`config.mk`:
```
export PLATFORM = sky130hd
export DESIGN_NAME = write_arbiter
export DESIGN_NICKNAME = d
export VERILOG_FILES = /design/src/rtl/write_arbiter.sv
export SDC_FILE = /design/constraint.sdc
export NUM_CORES = 1
export LEC_CHECK = 0
export BUFFER_PORTS_ARGS = -buffer_cell sky130_fd_sc_hd__buf_2
export CAP_MARGIN = 10
export CORE_MARGIN = 2
export CORE_UTILIZATION = 54
export DETAILED_ROUTE_END_ITERATION = 10
export PLACE_DENSITY = 0.85
export SYNTH_ARGS = -nofsm -noshare
export SYNTH_HDL_FRONTEND = slang
export SYNTH_SLANG_ARGS = --single-unit
```
`constraint.sdc`:
```
create_clock -name i_clk -period 2.9 [get_ports i_clk]
set_clock_uncertainty 0.1 [all_clocks]
set_input_delay 0.435 -clock i_clk [delete_from_list [all_inputs] [get_ports i_clk]]
set_output_delay 0.435 -clock i_clk [all_outputs]
set_load 0.01 [all_outputs]
```
`src/rtl/write_arbiter.sv`:
```
// ---------------------------------------------------------------------------
// write_arbiter
//   Round-robin arbiter that accepts one write word at a time from up to
//   NUM_PORTS writers and presents it downstream with a valid/ready handshake.
//   Each transfer walks IDLE -> GRANT -> SEND. While a transfer is in flight,
//   every other writer sees o_busy high.
//
// Ports
//   i_clk      : single clock, rising edge
//   i_reset_n  : asynchronous active-low reset; release is synchronised inside
//   i_req      : per-port write request, bit p belongs to port p
//   i_data     : per-port write data, slice p belongs to port p
//   o_busy     : per-port busy; a low bit means that port's word is taken now
//   o_valid    : a captured word is being held for downstream
//   o_data     : captured word
//   o_port     : source port of o_data
//   i_ready    : downstream takes o_data when o_valid and i_ready are both high
//   o_count    : number of accepted words, wraps modulo 2^16
// ---------------------------------------------------------------------------
module write_arbiter #(
  parameter int NUM_PORTS = 4,
  parameter int DATA_W    = 8
) (
  input  logic                          i_clk,
  input  logic                          i_reset_n,
  input  logic [NUM_PORTS-1:0]          i_req,
  input  logic [NUM_PORTS*DATA_W-1:0]   i_data,
  output logic [NUM_PORTS-1:0]          o_busy,
  output logic                          o_valid,
  output logic [DATA_W-1:0]             o_data,
  output logic [$clog2(NUM_PORTS)-1:0]  o_port,
  input  logic                          i_ready,
  output logic [15:0]                   o_count
);

  localparam int PW = $clog2(NUM_PORTS);

  localparam logic [1:0] ST_IDLE  = 2'd0;
  localparam logic [1:0] ST_GRANT = 2'd1;
  localparam logic [1:0] ST_SEND  = 2'd2;

  // NUM_PORTS in PW+1 bits so the wrap-around compare has no width mismatch.
  localparam logic [PW:0]   NP_W     = (PW+1)'(NUM_PORTS);
  localparam logic [PW-1:0] LAST_RST = PW'(NUM_PORTS - 1);

  logic [1:0]           r_rst_sync;
  logic [1:0]           r_state;
  logic [PW-1:0]        r_grant;
  logic [PW-1:0]        r_last;
  logic [NUM_PORTS-1:0] r_busy;
  logic                 r_valid;
  logic [DATA_W-1:0]    r_data;
  logic [PW-1:0]        r_port;
  logic [15:0]          r_count;

  logic                 w_run;
  logic                 w_any_req;
  logic [PW-1:0]        w_pick;
  logic [NUM_PORTS-1:0] w_pick_mask;
  logic [DATA_W-1:0]    w_slices [NUM_PORTS];
  logic [DATA_W-1:0]    w_grant_data;
  logic                 w_grant_req;

  // First requesting port found when searching upward from last+1 with wrap.
  function automatic logic [PW-1:0] rr_pick(
    input logic [NUM_PORTS-1:0] req,
    input logic [PW-1:0]        last
  );
    logic [PW:0] idx;
    logic        found;
    rr_pick = last;
    found   = 1'b0;
    for (int k = 1; k <= NUM_PORTS; k++) begin
      idx = {1'b0, last} + (PW+1)'(k);
      if (idx >= NP_W) begin
        idx = idx - NP_W;
      end else begin
        idx = idx;
      end
      if (!found && req[idx[PW-1:0]]) begin
        rr_pick = idx[PW-1:0];
        found   = 1'b1;
      end else begin
        found = found;
      end
    end
  endfunction

  for (genvar p = 0; p < NUM_PORTS; p++) begin : g_slice
    assign w_slices[p] = i_data[p*DATA_W +: DATA_W];
  end

  // Arbitration decode: round-robin pick and the granted port's request/data.
  always_comb begin
    w_run        = r_rst_sync[1];
    w_any_req    = |i_req;
    w_pick       = rr_pick(i_req, r_last);
    w_pick_mask  = {NUM_PORTS{1'b0}};
    w_pick_mask[w_pick] = 1'b1;
    w_grant_data = w_slices[r_grant];
    w_grant_req  = i_req[r_grant];
  end

  // Two-flop reset release synchroniser; the FSM may only leave IDLE once
  // the released reset has propagated through both stages.
  always_ff @(posedge i_clk or negedge i_reset_n) begin
    if (!i_reset_n) begin
      r_rst_sync <= 2'b00;
    end else begin
      r_rst_sync <= {r_rst_sync[0], 1'b1};
    end
  end

  // Transfer FSM with all output registers.
  always_ff @(posedge i_clk or negedge i_reset_n) begin
    if (!i_reset_n) begin
      r_state <= ST_IDLE;
      r_grant <= {PW{1'b0}};
      r_last  <= LAST_RST;
      r_busy  <= {NUM_PORTS{1'b1}};
      r_valid <= 1'b0;
      r_data  <= {DATA_W{1'b0}};
      r_port  <= {PW{1'b0}};
      r_count <= 16'h0000;
    end else begin
      case (r_state)
        ST_IDLE: begin
          if (w_run && w_any_req) begin
            r_grant <= w_pick;
            r_busy  <= ~w_pick_mask;
            r_state <= ST_GRANT;
          end else begin
            r_busy  <= {NUM_PORTS{1'b1}};
          end
        end
        ST_GRANT: begin
          r_busy <= {NUM_PORTS{1'b1}};
          // A writer that dropped its request during GRANT forfeits the slot
          // and does not advance the round-robin pointer.
          if (w_grant_req) begin
            r_data  <= w_grant_data;
            r_port  <= r_grant;
            r_valid <= 1'b1;
            r_count <= r_count + 16'd1;
            r_last  <= r_grant;
            r_state <= ST_SEND;
          end else begin
            r_state <= ST_IDLE;
          end
        end
        ST_SEND: begin
          r_busy <= {NUM_PORTS{1'b1}};
          if (i_ready) begin
            r_valid <= 1'b0;
            r_state <= ST_IDLE;
          end else begin
            r_valid <= 1'b1;
          end
        end
        default: begin
          r_state <= ST_IDLE;
          r_busy  <= {NUM_PORTS{1'b1}};
          r_valid <= 1'b0;
        end
      endcase
    end
  end

  assign o_busy  = r_busy;
  assign o_valid = r_valid;
  assign o_data  = r_data;
  assign o_port  = r_port;
  assign o_count = r_count;

endmodule
```
==> results of run 1 <==
[how the worst min path moves through the flow]
stage,slack (ps),to,start,depth (start not counted)
2_1_floorplan,40,o_count[0],i_reset_n,0
3_3_place_gp,230,r_rst_sync[1],r_rst_sync[0],0
3_5_place_dp,240,r_rst_sync[1],r_rst_sync[0],0
4_1_cts,170,o_count[9],i_reset_n,1
5_1_grt,210,o_count[15],i_reset_n,1
6_report,140,o_count[15],i_reset_n,1
[area by class of cell]
class	count	area [µm²]
clock buffers	7	76.3
fillers	286	1160
inverters	6	22.5
repair buffers	70	353
flip-flops and latches	39	983
multi-input cells	141	997
well taps	48	60.1
clock inverters	1	5.00
[logic make-up (layout without fill, tap and decap cells)]
| kind of cell | count (synthesis) | after routing | synth area share, % |
|---|---|---|---|
| compound gates | 25 | 25 | 8.32 |
| fa+ha+maj | 4 | 4 | 2.43 |
| xor+xnor | 15 | 15 | 6.37 |
| mux | 13 | 13 | 12.0 |
| other cells | 1 | 1 | 0.182 |
| simple gates | 83 | 83 | 19.1 |
| flops | 39 | 39 | 47.7 |
| buf+inv | 16 | 84 | 3.89 |
[registers in the layout (all words and copies together), names as in the netlist]
register	cells
o_busy	4
o_count	16
o_data	8
o_port	2
o_valid	1
r_grant	2
r_last	2
r_rst_sync	2
r_state	2
[report_power, final]
| group | internal, mW | switching [mW] | total [mW] | leakage, nW |
|---|---|---|---|---|
| Clock | 0.169 | 0.186 | 0.355 | 0.0422 |
| Combinational | 0.409 | 0.440 | 0.850 | 0.689 |
| Sequential | 0.727 | 0.199 | 0.926 | 0.474 |
| Total | 1.31 | 0.826 | 2.13 | 1.21 |
[Yosys cell counts (2+ instances only)]
library cell / instances
a21o_1: 2
a21oi_1: 4
and3_1: 2
buf_2: 4
buf_6: 2
clkbuf_1: 4
dfrtp_1: 33
dfstp_2: 6
ha_1: 4
inv_1: 6
mux2i_1: 3
mux4_1: 4
mux4_2: 4
nand2_1: 45
nand2b_1: 5
nand3_1: 4
nand4_1: 8
nor2_1: 7
nor2b_1: 2
nor3_1: 2
nor4_1: 3
o21ai_0: 7
o22ai_1: 2
or2_2: 2
xnor2_1: 11
xor2_1: 4
[through the flow]
step | instances | total power [mW] | utilization [%] | cell area (µm²)
3_5_place_dp | 304 | 1.80 | 66.0 | 2420
2_1_floorplan | 196 | 1.53 | - | 2060
3_3_place_gp | 304 | 1.76 | 66.0 | 2420
5_1_grt | 312 | 2.31 | 68.2 | 2500
6_report | 312 | 2.13 | 68.2 | 2500
4_1_cts | 312 | 2.15 | 68.2 | 2500
[per-layer routing]
layer	up-vias	global-route usage [%]	share of wire [%]
met5	-	0	0
li1	821	-	-
met3	6	5.96	7.9
met2	64	38.0	48
met4	0	6.25	1.1
met1	795	28.2	42
[critical path: cells and delay by family, from the launching register on]
family / cells / cell delay (ps)
multiplexers: 1 / 370
flip-flops: 1 / 640
XOR/XNOR: 1 / 170
AND/OR/NAND/NOR: 1 / 170
AO/OA/AOI/OAI: 1 / 570
==> results.txt, run 1 <==
The portion of the post-synthesis area used by sequential elements came out at 47.7%. The leakage power figure is 1.21 nW. In this design, the stage delay of the slowest critical-path cell is 640 ps. The data arrival time of the worst path is 2220 ps.

The clock reaches the later pin of the worst-skew pair after 290 ps. The antenna violation net count after detailed routing is 0. Leaving out fill and tap cells, the most frequent cell in the layout is buf_2.

The floorplan step set the die height to 65.8 µm. The placer's final routability congestion estimate is 0.809. The initialized floorplan defines 22 standard-cell rows. The maximum buffer depth of the clock tree came out at 2. Across all register-to-register paths, the minimum setup slack is 750 ps. After layout, the minimum clock period comes to 2150 ps. The global-route wire length before repair is 7400 µm. STA classifies the critical path endpoint as a flip-flop. In the layout the commonest cells are buf_2, nand2_1, dfrtp_1, xnor2_1, nand4_1. The share of synthesized area in the top cell type comes to 40.1%. The number of flip-flops and latches in the synthesized netlist came out at 39. The first routing iteration left 103 violations. The cell area that synthesis handed to floorplanning was 2060 µm². During I/O placement, the number of pins put on the boundary was 70. The detailed-route vias per instance is 5.40. The post-synthesis net count came out at 239. Counting flops with a built-in enable in the synthesized netlist gives 0. In this run the clock root is driven by a clkbuf_8. By startpoint and endpoint, the worst setup path is classified as reg -> reg. The clock buffer count from CTS is 5. The number of nets at the end of the flow came out at 306. By area the synthesized netlist is led by dfrtp_1, nand2_1, dfstp_2. The post-route clock period utilization came out at 74.1%. The TritonCTS clock tree is yes.

The worst register-to-register path ends at o_count[9]. The setup TNS after final layout came out at 0 ps. The run finished with clean final reports. The peak supply drop is 0.508 mV.

Traced cell by cell, the critical path runs through mux2i_1 > o22a_1 > nor4_1 > xor2_1. The maximum number of pins on one net before global-route repair came out at 40. The startpoint kind of the worst setup timing path is a flip-flop. The total routing usage reported by global routing came out at 22.4%. The share of cells above drive strength 1 came out at 34.5%. The floorplan die width came out at 65.8 µm.

The initial standard-cell utilization of the core is 56.3%. The number of hold buffers added after CTS is 0. The total length of routed wires came out at 4250 µm. Max-cap violations in this run came to 0. The cell count of the worst reg-to-reg path came out at 4.

The most common flop cell mapped by yosys is dfrtp_1. The Yosys warning count is 0. The total overflow reported by the global router is 0. The power density over the cells is 853 nW/µm². The critical path's slowest cell is dfrtp_1.

The initial antenna violation count came to 0. The worst slew slack as a fraction of its limit came out at 44.9%. The detailed-placement wirelength estimate is 3240 µm. The clock-pin transition on the worst setup and hold timing paths is 80 ps. The layout overhead on the synthesized area came out at 21.2%. The number of detailed-routing iterations run before antenna repair is 4. The via count of the first global-routing pass came to 1629.

The worst register-to-register path begins at r_grant[1]. The count of input and output buffers is 69. The post-synthesis async set-or-reset flop share is 100%.

The synthesized netlist contains 42 unique library cells. The highest attainable clock frequency is 465 MHz. The biggest area consumer among synthesized cells is dfrtp_1. The count of endpoints failing setup in the final report is 0. The floorplan die area came out at 4330 µm². In this run the worst path has a maximum fanout of 16. The pre-CTS setup slack came out at 747 ps. The capturing instance or port of the critical path is o_count[9]. The number of inserted diodes came out at 0. The measured slew at the worst slew-check pin came out at 827 ps. The DRC violation count after routing is 0. The routed layout has 1686 vias. The mean instance size in the synthesized netlist is 10.5 µm².

The number of gates given a new drive strength after cts came out at 0. After detailed routing, the average wire length per cell comes to 13.6 µm. The number of standard cells after synthesis came out at 196. The classification of the worst-slack hold path is in -> async.

Setup repair after global routing left no endpoint under its margin. The number of pins with negative max-slew slack in the final report is 0. After layout, the worst setup slack is 750 ps.

The area of the core is 3660 µm². The post-CTS setup repair buffer count came out at 0. In this run the number of H-tree levels came out at 2.

In this run the worst setup path begins at r_grant[1]. The required arrival time at the worst endpoint is 2970 ps. The worst hold-check slack came out at 137 ps. The hold violation count in the final report is 0. The number of clock sinks came out at 39.
(Power assumes the default switching activity.)
==> run 2, diff against run 1 <==
- CORE_UTILIZATION: 54 -> 50
- PLACE_DENSITY: 0.85 -> 0.8
- clock period: 2.9 -> 2.1 ns (I/O delays scaled with it)
==> results.txt, run 2 (synthesis gave the netlist of run 1 again) <==
The flow ran to the end, and the final reports show no timing, DRC or antenna violations. The floorplan die width is 68.2 µm (+3.7%). The worst setup path is captured at a flip-flop. The initial standard-cell utilization of the core came out at 51.9% (-4.4 points). The critical-path maximum fanout came out at 5 (-11).

The I/O pin count is 70 (unchanged). The detailed-route vias per instance was 5.28 (-2.3%). The initial antenna violation count is 0 (unchanged). The via count of the first global-routing pass is 1570 (-3.6%).

The number of violations reported at the end of detailed-routing iteration 0 is 102 (-0.97%). The count of endpoints failing setup in the final report came to 0 (unchanged). The part of the total power dissipated in sequential elements is 40.7% (-2.8 points). The floorplan die area is 4650 µm² (+7.5%). The reg-to-reg startpoint is r_state[1]. The total length of routed wires is 4200 µm (-1.2%).

The cell count of the worst reg-to-reg path is 6 (+2). The worst hold path was traced through 0 stages. The setup path with the least slack is of type reg -> reg. The startpoint identified for the worst hold timing path is r_rst_sync[0]. The flip-flop count of the largest register, all copies and words added is 16 (unchanged). The net switching power is 1.15 mW (+39%). The required arrival time at the worst endpoint is 2220 ps (-750 ps). The via total after detailed routing came out at 1684 (-0.12%). The highest attainable clock frequency is 552 MHz (+19%).

The antenna violation net count after detailed routing is 0 (unchanged). The leakage power figure came out at 1.23 nW (+1.8%). The root buffer cell chosen for the clock tree is clkbuf_8. The number of inserted diodes came to 0 (unchanged). The peak supply drop came out at 0.799 mV (+57%). The total routing usage reported by global routing is 20.2% (-2.2 points). Setup repair after global routing left no endpoint under its margin. The maximum buffer depth of the clock tree came out at 2 (unchanged).

The number of detailed-routing iterations run before antenna repair is 5 (+1). The final non-filler cell total is 319 (+2.2%). The detailed-placement wirelength estimate came out at 3100 µm (-4.2%). The worst setup path is launched from a flip-flop. The top cell types in the final layout, fill and taps aside, are buf_2, nand2_1, dfrtp_1, xnor2_1, nand4_1.

The clock buffer count from CTS came out at 5 (unchanged). The maximum number of pins on one net before global-route repair came out at 40 (unchanged). The total placed cells including tap cells is 310 (+2.0%). The hold violation count in the final report is 0 (unchanged).

The area of the core came out at 3970 µm² (+8.5%). In this run the critical register-to-register path is captured at o_count[10]. The standard-cell row count came out at 23 (+4.5%). The H-tree depth came out at 2 (unchanged). TritonCTS built the clock tree. The total overflow reported by the global router came out at 0 (unchanged). The count of input and output buffers is 69 (unchanged).

The placer's final routability congestion estimate came out at 0.802 (-0.85%). The layout overhead on the synthesized area came out at 23.4%. The path class of the tightest hold or removal check is reg -> reg. The power share of the clock group is 16.6% (about the same). The number of nets at the end of the flow is 311 (+1.6%).

The number of pins with negative max-slew slack in the final report is 0 (unchanged). For hold timing, the worst endpoint is r_rst_sync[1]. The DRC violation count after routing is 0 (unchanged). The setup TNS after final layout is 0 ps (unchanged).

The number of clock sinks came to 39 (unchanged). Leaving out fill and tap cells, the most frequent cell in the layout is buf_2. The power density over the cells was 1180 nW/µm² (+38%).

The global-route wire length before repair is 6950 µm (-6.1%). The switching part of the total power is 38.5% (-0.25 points). The mean routed wirelength per cell came out at 13.2 µm (-3.3%). The height of the die came out at 68.2 µm (+3.7%).

The share of cells above drive strength 1 is 35.7% (+1.2 points). The post-route clock period utilization came out at 86.3% (+12 points). The data arrival time of the worst path came to 1930 ps (-290 ps). The max-cap check violation count came out at 0 (unchanged).

The clock-pin transition on the worst setup and hold timing paths is 80 ps (about the same). The logic gate share of total power is 42.7% (+2.8 points). The register-to-register setup slack came to 290 ps (-460 ps). The latest clock arrival within the worst-skew pair came to 290 ps (about the same). The time the worst path needs with I/O delays and setup is 1810 ps (-339 ps). The cell-internal power is 1.84 mW (+41%).
-- run 2: how the worst max path moves through the flow --
stage	startpoint	endpoint	cells after the start
floorplan	i_req[1]	o_valid	5
global placement	i_req[3]	o_valid	5
detailed placement	i_req[3]	o_valid	5
CTS	r_state[1]	o_count[12]	6
global route	r_state[1]	o_count[9]	6
finish	r_state[1]	o_count[10]	6
-- run 2: power groups by stage --
| stage | Combinational [mW] | Clock, mW | Sequential, mW |
|---|---|---|---|
| after detailed placement | 1.29 | 0 | 1.23 |
| after global placement | 1.24 | 0 | 1.23 |
| after global routing | 1.44 | 0.551 | 1.26 |
| final | 1.28 | 0.496 | 1.22 |
| after floorplan | 0.866 | 0 | 1.25 |
| after CTS | 1.29 | 0.512 | 1.22 |
-- run 2: what timing repair did --
| item | CTS | global route |
|---|---|---|
| hold endpoints to repair | 33 | 0 |
| hold buffers | 1 | 0 |
| buffers inserted | 0 | 0 |
| gates resized for setup | 0 | 0 |
-- run 2: per-stage QoR --
step | setup slack (ps) | hold WS, ps | cell area (µm²) | total power [mW] | util, %
after CTS | 298 | 251 | 2540 | 3.02 | 64.1
after global placement | 344 | 232 | 2450 | 2.47 | 61.7
after detailed placement | 275 | 235 | 2450 | 2.52 | 61.7
after global routing | 141 | 262 | 2540 | 3.25 | 64.1
after floorplan | 425 | -80.6 | 2060 | 2.12 | -
final | 289 | 251 | 2540 | 2.99 | 64.1
-- run 2: critical path: stages, from the launching register on --
cell and delay [ps]:
dfrtp_1 390, inv_1 100, ha_1 210, nand2_1 100
o22a_1 280, nor4_1 380, xor2_1 180
-- run 2: per-layer routing --
layer | up-vias | track usage [%] | share of wire, %
li1 | 830 | - | -
met1 | 793 | 26.4 | 45
met2 | 59 | 32.9 | 47
met3 | 2 | 6.09 | 7.4
met4 | 0 | 5.25 | 0.69
met5 | - | 0 | 0
-- run 2: area by class of cell --
type / count / area, µm²
inverter: 6 / 22.5
clock inverter: 2 / 12.5
timing repair buffer: 75 / 393
clock buffer: 6 / 72.6
sequential: 39 / 983
tap: 50 / 62.6
multi-input combinational: 141 / 997
fill: 338 / 1430
==> run 3, diff against run 2 <==
- CORE_UTILIZATION: 50 -> 52
- CTS_BUF_LIST: not set -> sky130_fd_sc_hd__clkbuf_4
- PLACE_DENSITY: 0.8 -> 0.82
==> results.txt, run 3 (synthesis gave the netlist of run 1 again) <==
The hold violation count in the final report is 0 (unchanged). The detailed-placement wirelength estimate was 3110 µm (+0.32%). The height of the die came out at 67.0 µm (-1.8%).

The power share of the clock group is 12.9% (-3.7 points). The part of the total power dissipated in sequential elements is 42.5% (+1.8 points). The standard-cell row count was 22 (-4.3%). The data arrival time of the worst path is 1970 ps (+40 ps). The number of gates given a new drive strength after cts is 0 (unchanged). The highest attainable clock frequency came out at 559 MHz (+1.2%). The antenna violation net count after detailed routing came out at 0 (unchanged).

The H-tree depth is 2 (unchanged). The peak supply drop is 0.708 mV (-11%). In the layout the commonest cells are buf_2, nand2_1, dfrtp_1, xnor2_1, nand4_1. The total routing usage reported by global routing came out at 21.1% (+0.86 points). Setup repair after global routing left no endpoint under its margin. The floorplan die width came out at 67.0 µm (-1.8%). TritonCTS built the clock tree. The cell-internal power is 1.76 mW (-4.5%).

The number of pins with negative max-slew slack in the final report is 0 (unchanged). The worst register-to-register path begins at r_state[1]. The number of inserted diodes is 0 (unchanged).

The number of hold buffers added after CTS is 1 (unchanged). The initial antenna violation count came out at 0 (unchanged). The critical-path maximum fanout came out at 5 (unchanged). The total length of routed wires is 4100 µm (-2.3%). The total overflow reported by the global router was 0 (unchanged). STA classifies the critical path startpoint as a flip-flop. The classification of the worst-slack hold path is in -> reg. The number of detailed-routing iterations run before antenna repair came out at 4 (-1). The mean routed wirelength per cell is 12.9 µm (-2.0%). The switching part of the total power is 39.2% (+0.64 points). The layout overhead on the synthesized area came out at 22.2%.

The via total after detailed routing is 1707 (+1.4%). The DRC violation count after routing is 0 (unchanged). The floorplan die area came out at 4480 µm² (-3.6%). The clock-pin transition on the worst setup and hold timing paths came to 110 ps (+30 ps). The area of the core came to 3740 µm² (-5.7%). The via count of the first global-routing pass was 1650 (+5.1%). The placer's final routability congestion estimate came out at 0.807 (+0.59%). The final design instance area without fill came out at 2520 µm² (-1.0%). The maximum number of pins on one net before global-route repair is 40 (unchanged). The latest clock arrival within the worst-skew pair is 350 ps (+60 ps). The run finished with clean final reports. The type of the worst setup path is reg -> reg. The I/O pin count came to 70 (unchanged).

The time the worst path needs with I/O delays and setup is 1790 ps (-21.5 ps). The net switching power is 1.13 mW (-1.9%). The post-CTS setup repair buffer count came out at 0 (unchanged). The global-route wire length before repair came out at 7140 µm (+2.8%).

The logic gate share of total power came out at 44.6% (+1.9 points). The final design utilization was 67.2% (+3.2 points). The count of input and output buffers is 69 (unchanged). The number of violations reported at the end of detailed-routing iteration 0 is 101 (-0.98%). STA classifies the critical path endpoint as a flip-flop. The power density over the cells is 1150 nW/µm² (-2.5%).

The leakage power figure was 1.22 nW (-0.23%). The max-cap check violation count is 0 (unchanged). The setup TNS after final layout came out at 0 ps (unchanged). The count of endpoints failing setup in the final report came out at 0 (unchanged). The post-route clock period utilization is 85.2% (-1.0 points). The initial standard-cell utilization of the core is 55.0% (+3.2 points). The library cell used most frequently in the layout, excluding fill and tap cells, is buf_2. The required arrival time at the worst endpoint came out at 2280 ps (+60 ps).

The maximum buffer depth of the clock tree is 2 (unchanged). The share of cells above drive strength 1 is 35.9% (+0.24 points). The number of nets at the end of the flow came out at 312 (+0.32%). The root buffer cell chosen for the clock tree is clkbuf_4. In this run the most critical hold path is launched from i_ready. The flip-flop count of the largest register, all copies and words added is 16 (unchanged). The instance area at placement is 2450 µm² (+0.20%). In this run the worst setup path begins at r_state[1]. The clock buffer count from CTS is 5 (unchanged). The detailed-route vias per instance is 5.37 (+1.7%). The number of clock sinks came to 39 (unchanged).
[run 3: cell types whose count changed in the layout (fill, tap and decap cells not counted)]
cell | before | now
clkinvlp_4 | 1 | 0
clkbuf_4 | 0 | 6
clkbuf_1 | 1 | 0
clkinv_1 | 0 | 1
buf_4 | 5 | 6
clkbuf_8 | 5 | 0
[run 3: power groups by stage]
stage,clock (mW),combinational [mW],sequential [mW]
finish,0.373,1.29,1.23
global route,0.424,1.46,1.26
CTS,0.387,1.30,1.22
detailed placement,0,1.30,1.23
global placement,0,1.26,1.23
floorplan,0,0.866,1.25
[run 3: critical path: stages, from the launching register on]
cell and delay [ps]:
dfrtp_1 400, inv_1 90, ha_1 220, nand2_1 100
o22a_1 280, nor4_1 360, xor2_1 170
[run 3: per-layer routing]
layer | wire length [µm] | GRT usage (%) | vias up | share of wire [%]
met2 | 1980 | 36.3 | 60 | 48
met3 | 296 | 6.08 | 6 | 7.2
met5 | 0 | 0 | - | 0
met1 | 1790 | 25.7 | 809 | 44
met4 | 36 | 5.87 | 0 | 0.88
li1 | - | - | 832 | -
[run 3: path summary, 6_finish.rpt]
path,end,slack [ps],cells after the start
hold / removal,r_state[0],190,3
hold reg to reg,r_rst_sync[1],260,0
setup reg to reg,o_count[9],310,6
min in group asynchronous,o_data[3],430,3
setup / recovery,o_count[9],310,6
max in group asynchronous,o_busy[0],1120,3
[run 3: cell type report]
cell class              count  area (µm²)
repair buffers             76         400
clock inverters             2        8.76
clock buffers               6        45.0
flip-flops and latches     39         983
well taps                  48        60.1
fillers                   305        1230
inverters                   6        22.5
multi-input cells         141         997
[run 3: metrics by stage]
stage          setup slack [ps]  hold WS (ps)  cells  total power, mW
5_1_grt                     136           206    318             3.14
2_1_floorplan               425         -80.6    196             2.12
6_report                    310           193    318             2.89
4_1_cts                     297           186    318             2.92
3_5_place_dp                286           240    309             2.54
3_3_place_gp                348           232    309             2.48
